File: src/rtl/dsp_sum_controller.sv
// Wishbone sequencer for the DSP equation-sum block. It reads a block of words,
// accumulates them into a 2*dw-bit sum, writes the sum back, then raises an interrupt.
module dsp_sum_controller #(
    parameter int dw      = 32,
    parameter int aw      = 32,
    parameter int TIMEOUT = 255
) (
    input  logic          wb_clk,
    input  logic          wb_rst,
    input  logic [dw-1:0] dsp_input0_reg,
    input  logic [dw-1:0] dsp_input1_reg,
    input  logic [dw-1:0] dsp_input2_reg,
    input  logic [dw-1:0] dsp_input3_reg,
    output logic [dw-1:0] dsp_output0_reg,
    output logic [dw-1:0] dsp_output1_reg,
    output logic [dw-1:0] dsp_output2_reg,
    output logic [dw-1:0] dsp_output3_reg,
    output logic [aw-1:0] wbm_adr_o,
    output logic [dw-1:0] wbm_dat_o,
    input  logic [dw-1:0] wbm_dat_i,
    output logic [3:0]    wbm_sel_o,
    output logic          wbm_we_o,
    output logic          wbm_cyc_o,
    output logic          wbm_stb_o,
    input  logic          wbm_ack_i,
    input  logic          wbm_err_i,
    output logic          interrupt,
    output logic          error
);

    localparam int SW = 2 * dw;

    typedef enum logic [2:0] {
        S_IDLE,
        S_READ,
        S_WR_LO,
        S_WR_HI,
        S_DONE,
        S_ERROR
    } state_t;

    state_t         r_state;
    state_t         w_nextState;
    logic           r_startPrev;
    logic [aw-1:0]  r_src;
    logic [aw-1:0]  r_dst;
    logic [15:0]    r_len;
    logic [15:0]    r_count;
    logic [15:0]    r_timer;
    logic [SW-1:0]  r_sum;
    logic           r_busy;
    logic           r_done;
    logic           r_busErr;
    logic           r_timeoutFlag;
    logic           r_irq;
    logic           r_error;

    logic           w_busState;
    logic           w_start;
    logic           w_ack;
    logic           w_err;
    logic           w_timeout;
    logic           w_lastRead;
    logic [15:0]    w_newLen;
    logic           w_unused;

    assign w_unused   = ^{dsp_input0_reg[dw-1:2], dsp_input2_reg[dw-1:16]};
    assign w_newLen   = dsp_input2_reg[15:0];
    assign w_busState = (r_state == S_READ) || (r_state == S_WR_LO) || (r_state == S_WR_HI);
    // ERROR behaves like DONE as far as restarting is concerned.
    assign w_start    = dsp_input0_reg[0] && !r_startPrev &&
                        ((r_state == S_IDLE) || (r_state == S_DONE) || (r_state == S_ERROR));
    assign w_err      = w_busState && wbm_err_i;
    assign w_ack      = w_busState && wbm_ack_i && !wbm_err_i;
    assign w_timeout  = w_busState && !wbm_ack_i && !wbm_err_i && (r_timer == 16'(TIMEOUT - 1));
    assign w_lastRead = (r_count + 16'd1) == r_len;

    always_ff @(posedge wb_clk or posedge wb_rst) begin
        if (wb_rst) r_state <= S_IDLE;
        else        r_state <= w_nextState;
    end

    always_comb begin
        w_nextState = r_state;
        wbm_cyc_o   = 1'b0;
        wbm_stb_o   = 1'b0;
        wbm_we_o    = 1'b0;
        wbm_adr_o   = '0;
        wbm_dat_o   = '0;
        case (r_state)
            S_IDLE, S_DONE, S_ERROR: begin
                if (w_start)                  w_nextState = (w_newLen == 16'd0) ? S_DONE : S_READ;
                else if (r_state == S_ERROR)  w_nextState = S_IDLE;
            end
            S_READ: begin
                wbm_cyc_o = 1'b1;
                wbm_stb_o = 1'b1;
                wbm_adr_o = r_src + aw'({r_count, 2'b00});
                if (w_err || w_timeout)       w_nextState = S_ERROR;
                else if (w_ack && w_lastRead) w_nextState = S_WR_LO;
            end
            S_WR_LO: begin
                wbm_cyc_o = 1'b1;
                wbm_stb_o = 1'b1;
                wbm_we_o  = 1'b1;
                wbm_adr_o = r_dst;
                wbm_dat_o = r_sum[dw-1:0];
                if (w_err || w_timeout)       w_nextState = S_ERROR;
                else if (w_ack)               w_nextState = S_WR_HI;
            end
            S_WR_HI: begin
                wbm_cyc_o = 1'b1;
                wbm_stb_o = 1'b1;
                wbm_we_o  = 1'b1;
                wbm_adr_o = r_dst + aw'(4);
                wbm_dat_o = r_sum[SW-1:dw];
                if (w_err || w_timeout)       w_nextState = S_ERROR;
                else if (w_ack)               w_nextState = S_DONE;
            end
            default: w_nextState = S_IDLE;
        endcase
        wbm_sel_o = wbm_cyc_o ? 4'hF : 4'h0;
    end

    always_ff @(posedge wb_clk or posedge wb_rst) begin
        if (wb_rst) begin
            r_startPrev   <= 1'b0;
            r_src         <= '0;
            r_dst         <= '0;
            r_len         <= '0;
            r_count       <= '0;
            r_timer       <= '0;
            r_sum         <= '0;
            r_busy        <= 1'b0;
            r_done        <= 1'b0;
            r_busErr      <= 1'b0;
            r_timeoutFlag <= 1'b0;
            r_irq         <= 1'b0;
            r_error       <= 1'b0;
        end else begin
            r_startPrev <= dsp_input0_reg[0];
            // The ack timer only runs while one transfer is waiting on the slave.
            if (!w_busState || w_ack || (w_nextState != r_state)) r_timer <= '0;
            else                                                   r_timer <= r_timer + 16'd1;

            if (w_start) begin
                r_src         <= aw'(dsp_input1_reg);
                r_dst         <= aw'(dsp_input3_reg);
                r_len         <= w_newLen;
                r_sum         <= '0;
                r_count       <= '0;
                r_busy        <= (w_newLen != 16'd0);
                r_done        <= (w_newLen == 16'd0);
                r_busErr      <= 1'b0;
                r_timeoutFlag <= 1'b0;
                r_error       <= 1'b0;
                r_irq         <= (w_newLen == 16'd0);
            end else begin
                if (dsp_input0_reg[1]) r_irq <= 1'b0;
                if ((r_state == S_READ) && w_ack) begin
                    r_sum   <= r_sum + SW'(wbm_dat_i);
                    r_count <= r_count + 16'd1;
                end
                // Completion events are applied last so a concurrent irq_clear cannot hide them.
                if (w_err) begin
                    r_busErr <= 1'b1;
                    r_error  <= 1'b1;
                    r_irq    <= 1'b1;
                    r_busy   <= 1'b0;
                end else if (w_timeout) begin
                    r_timeoutFlag <= 1'b1;
                    r_error       <= 1'b1;
                    r_irq         <= 1'b1;
                    r_busy        <= 1'b0;
                end else if ((r_state == S_WR_HI) && w_ack) begin
                    r_busy <= 1'b0;
                    r_done <= 1'b1;
                    r_irq  <= 1'b1;
                end
            end
        end
    end

    assign dsp_output0_reg = dw'({r_timeoutFlag, r_busErr, r_done, r_busy});
    assign dsp_output1_reg = r_sum[dw-1:0];
    assign dsp_output2_reg = r_sum[SW-1:dw];
    assign dsp_output3_reg = dw'(r_count);
    assign interrupt       = r_irq;
    assign error           = r_error;

endmodule
File: config.mk
export PLATFORM = sky130hd
export DESIGN_NAME = dsp_sum_controller
export DESIGN_NICKNAME = d
export VERILOG_FILES = /design/src/rtl/dsp_sum_controller.sv
export SDC_FILE = /design/constraint.sdc
export NUM_CORES = 1
export LEC_CHECK = 0
export CELL_PAD_IN_SITES_DETAIL_PLACEMENT = 1
export CELL_PAD_IN_SITES_GLOBAL_PLACEMENT = 1
export CORE_MARGIN = 8
export CORE_UTILIZATION = 39
export CTS_BUF_LIST = sky130_fd_sc_hd__clkbuf_4 sky130_fd_sc_hd__clkbuf_8
export CTS_CLUSTER_SIZE = 8
export DETAILED_ROUTE_END_ITERATION = 16
export HOLD_SLACK_MARGIN = 0.15
export PLACE_DENSITY_LB_ADDON = 0.1
export SLEW_MARGIN = 20
export SYNTH_ARGS = -nofsm -noshare
export SYNTH_HDL_FRONTEND = slang
export SYNTH_SLANG_ARGS = --single-unit
File: constraint.sdc
create_clock -name wb_clk -period 18.7 [get_ports wb_clk]
set_input_delay 3.74 -clock wb_clk [delete_from_list [all_inputs] [get_ports wb_clk]]
set_output_delay 3.74 -clock wb_clk [all_outputs]
set_load 0.05 [all_outputs]
==> results of run 1 <==
==> registers in the layout, indices dropped and copies added, names as in the netlist <==
| register | flops |
|---|---|
| error | 1 |
| interrupt | 1 |
| r_busErr | 1 |
| r_busy | 1 |
| r_count | 16 |
| r_done | 1 |
| r_dst | 32 |
| r_len | 16 |
| r_src | 32 |
| r_startPrev | 1 |
| r_state | 3 |
| r_sum | 64 |
| r_timeoutFlag | 1 |
| r_timer | 16 |
==> worst min path at each step <==
| stage | from | to | slack (ps) | cells past startpoint |
|---|---|---|---|---|
| after global routing | r_src[5] | r_src[5] | 510 | 2 |
| after global placement | r_src[1] | r_src[1] | 460 | 2 |
| after CTS | r_dst[0] | r_dst[0] | 490 | 2 |
| after detailed placement | r_dst[0] | r_dst[0] | 460 | 2 |
| final | r_dst[0] | r_dst[0] | 480 | 2 |
| after floorplan | r_timer[0] | r_timer[0] | 440 | 1 |
==> kinds of logic after synthesis <==
group,count (synthesis)
muxes,37
DFF,186
AOI/OAI and AO/OA,257
xor gates and xnor gates,147
adders and majority gates,54
and+or+nand+nor,644
other,1
buffers and inverters,146
==> metrics by stage <==
| step | hold slack [ps] | worst slack [ps] | cells | area (um2) |
|---|---|---|---|---|
| detailed placement | 463.9 | 10930 | 2085 | 15120 |
| global route | 505.0 | 10120 | 2118 | 15550 |
| CTS | 487.8 | 10330 | 2117 | 15520 |
| global placement | 459.4 | 10970 | 2085 | 15120 |
| floorplan | 442.5 | 9903 | 1515 | 12410 |
| finish | 482.0 | 10350 | 2118 | 15550 |
==> power groups by stage <==
stage          registers, mW  logic [mW]  clock network (mW)
5_1_grt                0.686        1.20               0.312
2_1_floorplan          0.730       0.710                   0
6_report               0.667        1.11               0.286
3_3_place_gp           0.666        1.09                   0
4_1_cts                0.666        1.12               0.295
3_5_place_dp           0.672        1.11                   0
==> worst register-to-register path, cell delays in order, from the launching register on <==
cell     delay [ps]
dfrtp_2         400
buf_4           560
nor3b_4         530
and2_2          610
nor2_4           30
buf_4           320
nor2_2          360
and3_1          290
and3_1          400
nand4_1         170
xor2_1          160
nor2_1           50
==> synthesized netlist by cell type (all sizes together), types with 31 or more instances <==
master  count  area [um2]
nand2     337        1270
dfrtp     186        4654
nor2      135       509.2
xor2       85       744.5
buf        74       500.5
o21ai      71       359.1
xnor2      62       543.0
a21oi      57       285.3
ha         52       650.6
nand3      51       255.2
clkbuf     43       161.4
mux2i      36       360.4
nand4      35       225.2
o22ai      31       193.9
==> layout make-up <==
class	instances	area share (%)
clock buffers	22	1.827
clock inverters	10	0.7485
inverters	29	0.7485
multi-input cells	1183	45.14
flip-flops and latches	186	29.95
well taps	402	3.235
repair buffers	286	18.35
==> layer usage <==
metal / track usage, % / wire length, um / vias up
met2: 36.49 / 19840 / 239
met4: 5.530 / 706 / 2
met5: 0 / 13 / -
met1: 29.38 / 19870 / 5576
li1: - / - / 5385
met3: 4.512 / 1646 / 41
==> impl_metrics.env, run 1 <==
export IMPL_die_w_um=193.2
export IMPL_relSlewSlack_pct=30.99
export IMPL_timing_final_crit_period_ps=8349
export IMPL_hpwl_mm=31.33
export IMPL_syn_area_um2=12250
export IMPL_n_antenna_cell=0
export IMPL_start_util_pct=39.23
export IMPL_drive_gt1_share_pct=3.963
export IMPL_sw_frac_of_total_pct=48.79
export IMPL_die_h_um=193.2
export IMPL_cts_buffer_depth=2
export IMPL_cts_tree="done"
export IMPL_vias_per_cell=5.308
export IMPL_nFillCells=3757
export IMPL_cp_slowest_cell="clkdlybuf4s50_1"
export IMPL_worstPathArrival_ps=4610
export IMPL_vias=11240
export IMPL_clock_sinks=186
export IMPL_p_int_mw=1.057
export IMPL_p_clk_share_pct=13.9
export IMPL_post_cts_setup_buffers=0
export IMPL_row_count=65
export IMPL_clk_latency_ps=500
export IMPL_power_frac_comb_pct=53.8
export IMPL_worst_path_most_repeated_cell="a21oi_1"
export IMPL_ant_nets=0
export IMPL_reg2reg_to="r_sum[56]"
export IMPL_rr_worst_depth=11
export IMPL_cp_depth=12
export IMPL_rsz0062_at_grt="false"
export IMPL_min_path_type="flop to flop"
export IMPL_grt_overflow_total=0
export IMPL_io_buffer_count=274
export IMPL_die_area_um2=37340
export IMPL_cp_end_kind="primary output"
export IMPL_yosys_area_share_simple_pct=23.27
export IMPL_setup_viol=0
export IMPL_first_pass_iters=5
export IMPL_clkSlewWorstSetupHoldPaths_ps=110
export IMPL_syn2layout_area_growth_pct=26.89
export IMPL_syn_avg_cell_area_um2=8.323
export IMPL_synth_edff_count=0
export IMPL_ys_flop_type="dfrtp_1"
export IMPL_cts_max_level=4
export IMPL_yosysSeqAreaShare_pct=37.99
export IMPL_layout_commonest_cell="nand2_1"
export IMPL_ys_seq_elements=186
export IMPL_rrSetupSlack_ps=14680
export IMPL_path_max_fanout=8
export IMPL_coreArea_um2=31230
export IMPL_synthArstFlopShare_pct=100.0
export IMPL_fin_worst_skew_ps=16.26
export IMPL_tns_ps=0
export IMPL_root_buffer="clkbuf_8"
export IMPL_wl_per_cell_um=19.87
export IMPL_r2r_start="r_state[0]"
export IMPL_synth_top_family_by_area="simple AND/OR/NAND/NOR gates"
export IMPL_multi_input_area_um2=7018
export IMPL_layout_nets=1921
export IMPL_crit_start="r_count[0]"
export IMPL_fmax_ghz=0.1198
export IMPL_total_leakage_power_nw=6.896
export IMPL_grt_pass1_vias=11690
export IMPL_required_ps=14960
export IMPL_yosys_warnings=0
export IMPL_wl_mm=42.08
export IMPL_power_frac_seq_pct=32.3
export IMPL_maxCapViolations=0
export IMPL_gp_congestion=0.8767
export IMPL_synthMuxAreaShare_pct=3.033
export IMPL_grt_max_degree=112
export IMPL_synth_cells=1472
export IMPL_seq_area_um2=4656
export IMPL_antenna_found_initial=1
export IMPL_drc=0
export IMPL_peakVddDrop_v=0.00009462
export IMPL_critical_path_top_delay_family="compound AO/OA/AOI/OAI gates"
export IMPL_pin_count=365
export IMPL_grt_use_total_pct=22.14
export IMPL_drtIter0Drc=529
export IMPL_cts_resized=0
export IMPL_grt_pass1_wl_mm=66.77
export IMPL_utilization_pct=49.78
export IMPL_cts_made_buffers=17
export IMPL_power_switching_mw=1.007
export IMPL_critPathKind="flop to primary output"
export IMPL_crit_buf_inv=1
export IMPL_worstMarginPinSlew_ps=1035
export IMPL_outcome="finished clean"
export IMPL_yosysUniqueCellTypes=69
export IMPL_p_per_area_nw_per_um2=132.7
export IMPL_hold_viol_final=0
export IMPL_cpPeakStageDelay_ps=860
export IMPL_start_kind="flop"
export IMPL_finalPower_mw=2.064
export IMPL_cts_hold_buf=0
export IMPL_synth_fa_ha_area_share_pct=5.637
export IMPL_path_cells="ha_1 > fa_1 > a21o_1 > a21oi_1 > o21a_1 > o31a_1 > o21ai_1 > a21oi_1 > nor2_1 > xnor2_1 > o22ai_1 > clkdlybuf4s50_1"
export IMPL_maxSlewViolCount=0
export IMPL_finalCritPeriodShare_pct=44.65
export IMPL_synth_compound_area_share_pct=13.24
export IMPL_final_cell_mix="335 x nand2_1, 274 x clkdlybuf4s50_1, 185 x dfrtp_1"
export IMPL_worstSetupEndpoint="wbm_adr_o[30]"
export IMPL_synthXorXnorAreaFrac_pct=10.51
No activity file was read; power rests on OpenSTA's default activity.
==> run 2: changes to the inputs <==
--- a/config.mk
+++ b/config.mk
@@ -8,7 +8,7 @@
 export CELL_PAD_IN_SITES_DETAIL_PLACEMENT = 1
 export CELL_PAD_IN_SITES_GLOBAL_PLACEMENT = 1
 export CORE_MARGIN = 8
-export CORE_UTILIZATION = 39
+export CORE_UTILIZATION = 32
 export CTS_BUF_LIST = sky130_fd_sc_hd__clkbuf_4 sky130_fd_sc_hd__clkbuf_8
 export CTS_CLUSTER_SIZE = 8
 export DETAILED_ROUTE_END_ITERATION = 16
==> constraint.sdc (replaced) <==
create_clock -name wb_clk -period 7.5 [get_ports wb_clk]
set_input_delay 1.5 -clock wb_clk [delete_from_list [all_inputs] [get_ports wb_clk]]
set_output_delay 1.5 -clock wb_clk [all_outputs]
set_load 0.05 [all_outputs]
==> run 2 against run 1 <==
Utilization down 8.1 points; sequential share of layout area decreased by 0.29 points; flip-flop and latch count did not move; critical path depth unchanged; worst setup slack got worse by 9000 ps; highest routed layer is now met4.
==> impl_metrics.env, run 2 (synthesis gave the netlist of run 1 again) <==
export IMPL_ant_nets=0
export IMPL_relSlewSlack_pct=36.73
export IMPL_coreArea_um2=37670
export IMPL_cp_depth=12
export IMPL_largest_reg_flops=64
export IMPL_syn2layout_area_growth_pct=28.13
export IMPL_sw_frac_of_total_pct=48.55
export IMPL_vias_per_cell=5.005
export IMPL_tns_ps=0
export IMPL_whs_endpoint="r_dst[1]"
export IMPL_wl_per_cell_um=19.82
export IMPL_row_count=71
export IMPL_cp_end_kind="primary output"
export IMPL_first_pass_iters=5
export IMPL_outcome="finished clean"
export IMPL_utilization_pct=41.68
export IMPL_timing_final_crit_period_ps=6174
export IMPL_min_from="r_dst[1]"
export IMPL_die_h_um=211.7
export IMPL_critical_path_top_delay_family="compound AO/OA/AOI/OAI gates"
export IMPL_post_cts_setup_buffers=0
export IMPL_drtIter0Drc=518
export IMPL_crit_buf_inv=1
export IMPL_p_clk_share_pct=14.8
export IMPL_nFillCells=4517
export IMPL_seq_area_um2=4656
export IMPL_largest_registers="r_sum x64, r_dst x32, r_src x32"
export IMPL_hold_depth=2
export IMPL_path_cells="ha_1 > fa_1 > a21o_1 > a21oi_1 > o21a_1 > o31a_1 > o21ai_1 > a21oi_1 > and3b_1 > xnor2_1 > o22ai_1 > clkdlybuf4s50_1"
export IMPL_cts_max_level=4
export IMPL_finalCritPeriodShare_pct=82.32
export IMPL_clk_latency_ps=510
export IMPL_grt_use_total_pct=19.53
export IMPL_worst_path_most_repeated_cell="a21oi_1"
export IMPL_gp_congestion=0.8458
export IMPL_rsz0062_at_grt="false"
export IMPL_top_register="r_sum"
export IMPL_final_cell_mix="335 x nand2_1, 274 x clkdlybuf4s50_1, 185 x dfrtp_1"
export IMPL_grt_overflow_total=0
export IMPL_drc=0
export IMPL_required_ps=6000
export IMPL_power_frac_seq_pct=31.9
export IMPL_reg2reg_to="r_timer[14]"
export IMPL_grt_pass1_wl_mm=68.78
export IMPL_grt_pass1_vias=11730
export IMPL_drive_gt1_share_pct=3.848
export IMPL_root_buffer="clkbuf_8"
export IMPL_met3_usage_pct=4.244
export IMPL_grt_max_degree=86
export IMPL_setup_viol=0
export IMPL_cts_tree="done"
export IMPL_maxCapViolations=0
export IMPL_worstPathArrival_ps=4670
export IMPL_rr_worst_depth=8
export IMPL_die_area_um2=44800
export IMPL_die_w_um=211.7
export IMPL_fmax_ghz=0.1620
export IMPL_vias=11150
export IMPL_cpPeakStageDelay_ps=840
export IMPL_setup_ws_ps=1326
export IMPL_pin_count=365
export IMPL_layout_nets=1920
export IMPL_fin_worst_skew_ps=18.39
export IMPL_p_int_mw=2.681
export IMPL_cts_resized=0
export IMPL_start_kind="flop"
export IMPL_grtUsageMet1_pct=27.20
export IMPL_start_util_pct=32.53
export IMPL_cts_made_buffers=17
export IMPL_path_max_fanout=8
export IMPL_io_buffer_count=274
export IMPL_rrSetupSlack_ps=3760
export IMPL_use_met2_pct=30.44
export IMPL_maxSlewViolCount=0
export IMPL_peakVddDrop_v=0.0002103
export IMPL_clkSlewWorstSetupHoldPaths_ps=110
export IMPL_antenna_found_initial=1
export IMPL_busiest_layer="met2"
export IMPL_r2r_start="r_state[0]"
export IMPL_finalPower_mw=5.212
export IMPL_place_ws_ps=1900
export IMPL_cp_slowest_cell="clkdlybuf4s50_1"
export IMPL_multi_input_area_um2=7017
export IMPL_hpwl_mm=32.96
export IMPL_total_leakage_power_nw=6.895
export IMPL_cts_buffer_depth=2
export IMPL_worstMarginPinSlew_ps=949.0
export IMPL_min_path_type="flop to flop"
export IMPL_cts_hold_buf=0
export IMPL_layout_commonest_cell="nand2_1"
export IMPL_critPathKind="flop to primary output"
export IMPL_power_switching_mw=2.531
export IMPL_clock_sinks=186
export IMPL_power_frac_comb_pct=53.3
export IMPL_hold_viol_final=0
export IMPL_p_per_area_nw_per_um2=332.0
export IMPL_wl_mm=44.16
-- run 2: worst max path at each step --
stage | from | to | slack, ps
3_5_place_dp | r_count[0] | wbm_adr_o[22] | 1900
5_1_grt | r_count[0] | wbm_adr_o[22] | 1050
4_1_cts | r_count[0] | wbm_adr_o[22] | 1300
3_3_place_gp | r_count[0] | wbm_adr_o[22] | 1940
2_1_floorplan | wb_rst | error | 940
6_report | r_count[0] | wbm_adr_o[22] | 1330
-- run 2: metal layers --
layer | wire length (um) | share of wire (%)
met1 | 21300 | 48
met2 | 20000 | 45
met3 | 2227 | 5.0
met4 | 630 | 1.4
met5 | 0 | 0
-- run 2: cell type report --
type,instances,area share (%)
antenna,2,0.03188
clock buffer,23,1.937
clock inverter,9,0.8608
inverter,29,0.7413
multi-input combinational,1183,44.70
sequential,186,29.66
tap,511,4.073
timing repair buffer,285,18.00
-- run 2: metrics by stage --
stage,hold WS (ps),instance area [um2],instances
floorplan,442.5,12410,1515
global placement,460.0,15250,2194
detailed placement,472.3,15250,2194
CTS,495.8,15690,2226
global route,509.2,15700,2227
finish,489.1,15700,2228
-- run 2: tightest hold or removal path, cell delays in order (launching register included) --
cell and delay (ps):
dfrtp_1 350, nand2_1 50, nand2_1 60
-- run 2: power by group through the flow --
stage          combinational [mW]  clock, mW  sequential, mW
4_1_cts                      2.80      0.805            1.67
3_3_place_gp                 2.74          0            1.67
3_5_place_dp                 2.78          0            1.68
2_1_floorplan                1.77          0            1.82
6_report                     2.78      0.772            1.66
5_1_grt                      3.01      0.843            1.72
==> run 3: changes to the inputs <==
--- a/config.mk
+++ b/config.mk
@@ -8,7 +8,7 @@
 export CELL_PAD_IN_SITES_DETAIL_PLACEMENT = 1
 export CELL_PAD_IN_SITES_GLOBAL_PLACEMENT = 1
 export CORE_MARGIN = 8
-export CORE_UTILIZATION = 32
+export CORE_UTILIZATION = 36
 export CTS_BUF_LIST = sky130_fd_sc_hd__clkbuf_4 sky130_fd_sc_hd__clkbuf_8
 export CTS_CLUSTER_SIZE = 8
 export DETAILED_ROUTE_END_ITERATION = 16
==> constraint.sdc (replaced) <==
create_clock -name wb_clk -period 6.5 [get_ports wb_clk]
set_input_delay 1.3 -clock wb_clk [delete_from_list [all_inputs] [get_ports wb_clk]]
set_output_delay 1.3 -clock wb_clk [all_outputs]
set_load 0.05 [all_outputs]
==> run 3 against run 2 <==
Register-to-register slack got worse by 890 ps; via count increased by 0.82%; highest routed layer is now met5; clock power increased by 12%; combinational power increased by 15%; utilization increased by 4.8 points; hold slack got worse by 3.5 ps; count of clock-buffer cells in the layout decreased by 5; cell count decreased by 2.9%; power increased by 15%; flip-flop and latch count unchanged; sequential power increased by 16%.
==> impl_metrics.env, run 3 (synthesis gave the netlist of run 1 again) <==
export IMPL_gp_congestion=0.8492
export IMPL_top_register="r_sum"
export IMPL_hpwl_mm=32.63
export IMPL_cts_tree="done"
export IMPL_min_path_type="flop to flop"
export IMPL_die_h_um=200.5
export IMPL_cts_hold_buf=0
export IMPL_required_ps=5200
export IMPL_row_count=67
export IMPL_largest_reg_flops=64
export IMPL_syn2layout_area_growth_pct=27.31
export IMPL_clkSlewWorstSetupHoldPaths_ps=100
export IMPL_maxSlewViolCount=0
export IMPL_first_pass_iters=5
export IMPL_cp_slowest_cell="clkdlybuf4s50_1"
export IMPL_cts_resized=0
export IMPL_wl_per_cell_um=20.22
export IMPL_ant_nets=0
export IMPL_relSlewSlack_pct=31.17
export IMPL_cts_buffer_depth=2
export IMPL_path_max_fanout=8
export IMPL_path_cells="ha_1 > fa_1 > a21o_1 > a21oi_1 > o21a_1 > o31a_1 > o21ai_1 > a21oi_1 > and3b_1 > xnor2_1 > o22ai_1 > clkdlybuf4s50_1"
export IMPL_tns_ps=0
export IMPL_final_cell_mix="335 x nand2_1, 274 x clkdlybuf4s50_1, 185 x dfrtp_1"
export IMPL_start_kind="flop"
export IMPL_critPathKind="flop to primary output"
export IMPL_grt_pass1_wl_mm=69.52
export IMPL_outcome="finished clean"
export IMPL_setup_viol=0
export IMPL_seq_area_um2=4656
export IMPL_setup_ws_ps=615.1
export IMPL_clk_latency_ps=500
export IMPL_cpPeakStageDelay_ps=840
export IMPL_nFillCells=3969
export IMPL_worst_path_most_repeated_cell="a21oi_1"
export IMPL_drive_gt1_share_pct=3.904
export IMPL_fin_worst_skew_ps=19.25
export IMPL_finalPower_mw=5.999
export IMPL_antenna_found_initial=1
export IMPL_clock_sinks=186
export IMPL_io_buffer_count=274
export IMPL_drtIter0Drc=442
export IMPL_p_per_area_nw_per_um2=384.6
export IMPL_cts_made_buffers=17
export IMPL_largest_registers="r_sum x64, r_dst x32, r_src x32"
export IMPL_grt_pass1_vias=12070
export IMPL_vias_per_cell=5.196
export IMPL_post_cts_setup_buffers=0
export IMPL_dp_cells=2132
export IMPL_fmax_ghz=0.1699
export IMPL_root_buffer="clkbuf_8"
export IMPL_maxCapViolations=0
export IMPL_utilization_pct=46.51
export IMPL_cp_end_kind="primary output"
export IMPL_layout_commonest_cell="nand2_1"
export IMPL_worstMarginPinSlew_ps=1032
export IMPL_worstPathArrival_ps=4580
export IMPL_wl_mm=43.76
export IMPL_place_ws_ps=1141
export IMPL_final_cell_area_um2=15600
export IMPL_die_w_um=200.5
export IMPL_grt_max_degree=88
export IMPL_coreArea_um2=33530
export IMPL_grt_use_total_pct=21.43
export IMPL_hold_viol_final=0
export IMPL_pin_count=365
export IMPL_holdWs_ps=485.6
export IMPL_layout_nets=1921
export IMPL_cts_max_level=4
export IMPL_peakVddDrop_v=0.0002621
export IMPL_drc=0
export IMPL_die_area_um2=40190
export IMPL_grt_overflow_total=0
export IMPL_placed_area_um2=15180
export IMPL_timing_final_crit_period_ps=5885
export IMPL_multi_input_area_um2=7017
export IMPL_n_antenna_cell=0
export IMPL_total_leakage_power_nw=6.889
export IMPL_rsz0062_at_grt="false"
export IMPL_stdcell_count=2164
export IMPL_vias=11240
export IMPL_rrSetupSlack_ps=2870
export IMPL_finalCritPeriodShare_pct=90.54
export IMPL_start_util_pct=36.54
[run 3: changes by cell type in the layout (fill, tap and decap cells not counted)]
cell / change
inv_6: +1
diode_2: -2
buf_4: +1
clkbuf_4: -2
clkinv_2: +3
clkinv_4: +1
clkbuf_8: -3
[run 3: final timing paths]
path                             from             to  cells past startpoint
max                        r_count[0]  wbm_adr_o[22]                     12
min                          r_dst[0]       r_dst[0]                      2
max reg2reg                r_state[0]     r_timer[6]                      8
min reg2reg                  r_dst[0]       r_dst[0]                      2
max in group asynchronous      wb_rst      r_sum[50]                      3
min in group asynchronous      wb_rst     r_timer[7]                      2
[run 3: final cells by class]
class | instances | area share, %
Timing Repair Buffer | 286 | 18.16
Tap cell | 448 | 3.594
Inverter | 29 | 0.7460
Clock buffer | 18 | 1.588
Clock inverter | 14 | 1.075
Multi-Input combinational cell | 1183 | 44.99
Sequential cell | 186 | 29.85
[run 3: power by group]
group	switching, mW	internal, mW	total [mW]
Clock	0.473	0.392	0.865
Combinational	2.06	1.15	3.21
Sequential	0.414	1.51	1.93
Total	2.94	3.06	6.00
[run 3: routing by layer]
| metal | vias up | track usage, % | routed length (um) |
|---|---|---|---|
| met3 | 39 | 3.986 | 1770 |
| met2 | 211 | 34.71 | 20230 |
| met1 | 5603 | 28.95 | 20870 |
| met4 | 2 | 5.940 | 869 |
| met5 | - | 0 | 13 |
| li1 | 5389 | - | - |
[run 3: critical path, delay by kind of cell (launching register included)]
kind            cells  cell delay, ps
compound gates      7            1640
simple gates        1             270
buf+inv             1             840
flops               1             500
fa+ha+maj           2             690
xor+xnor            1             130
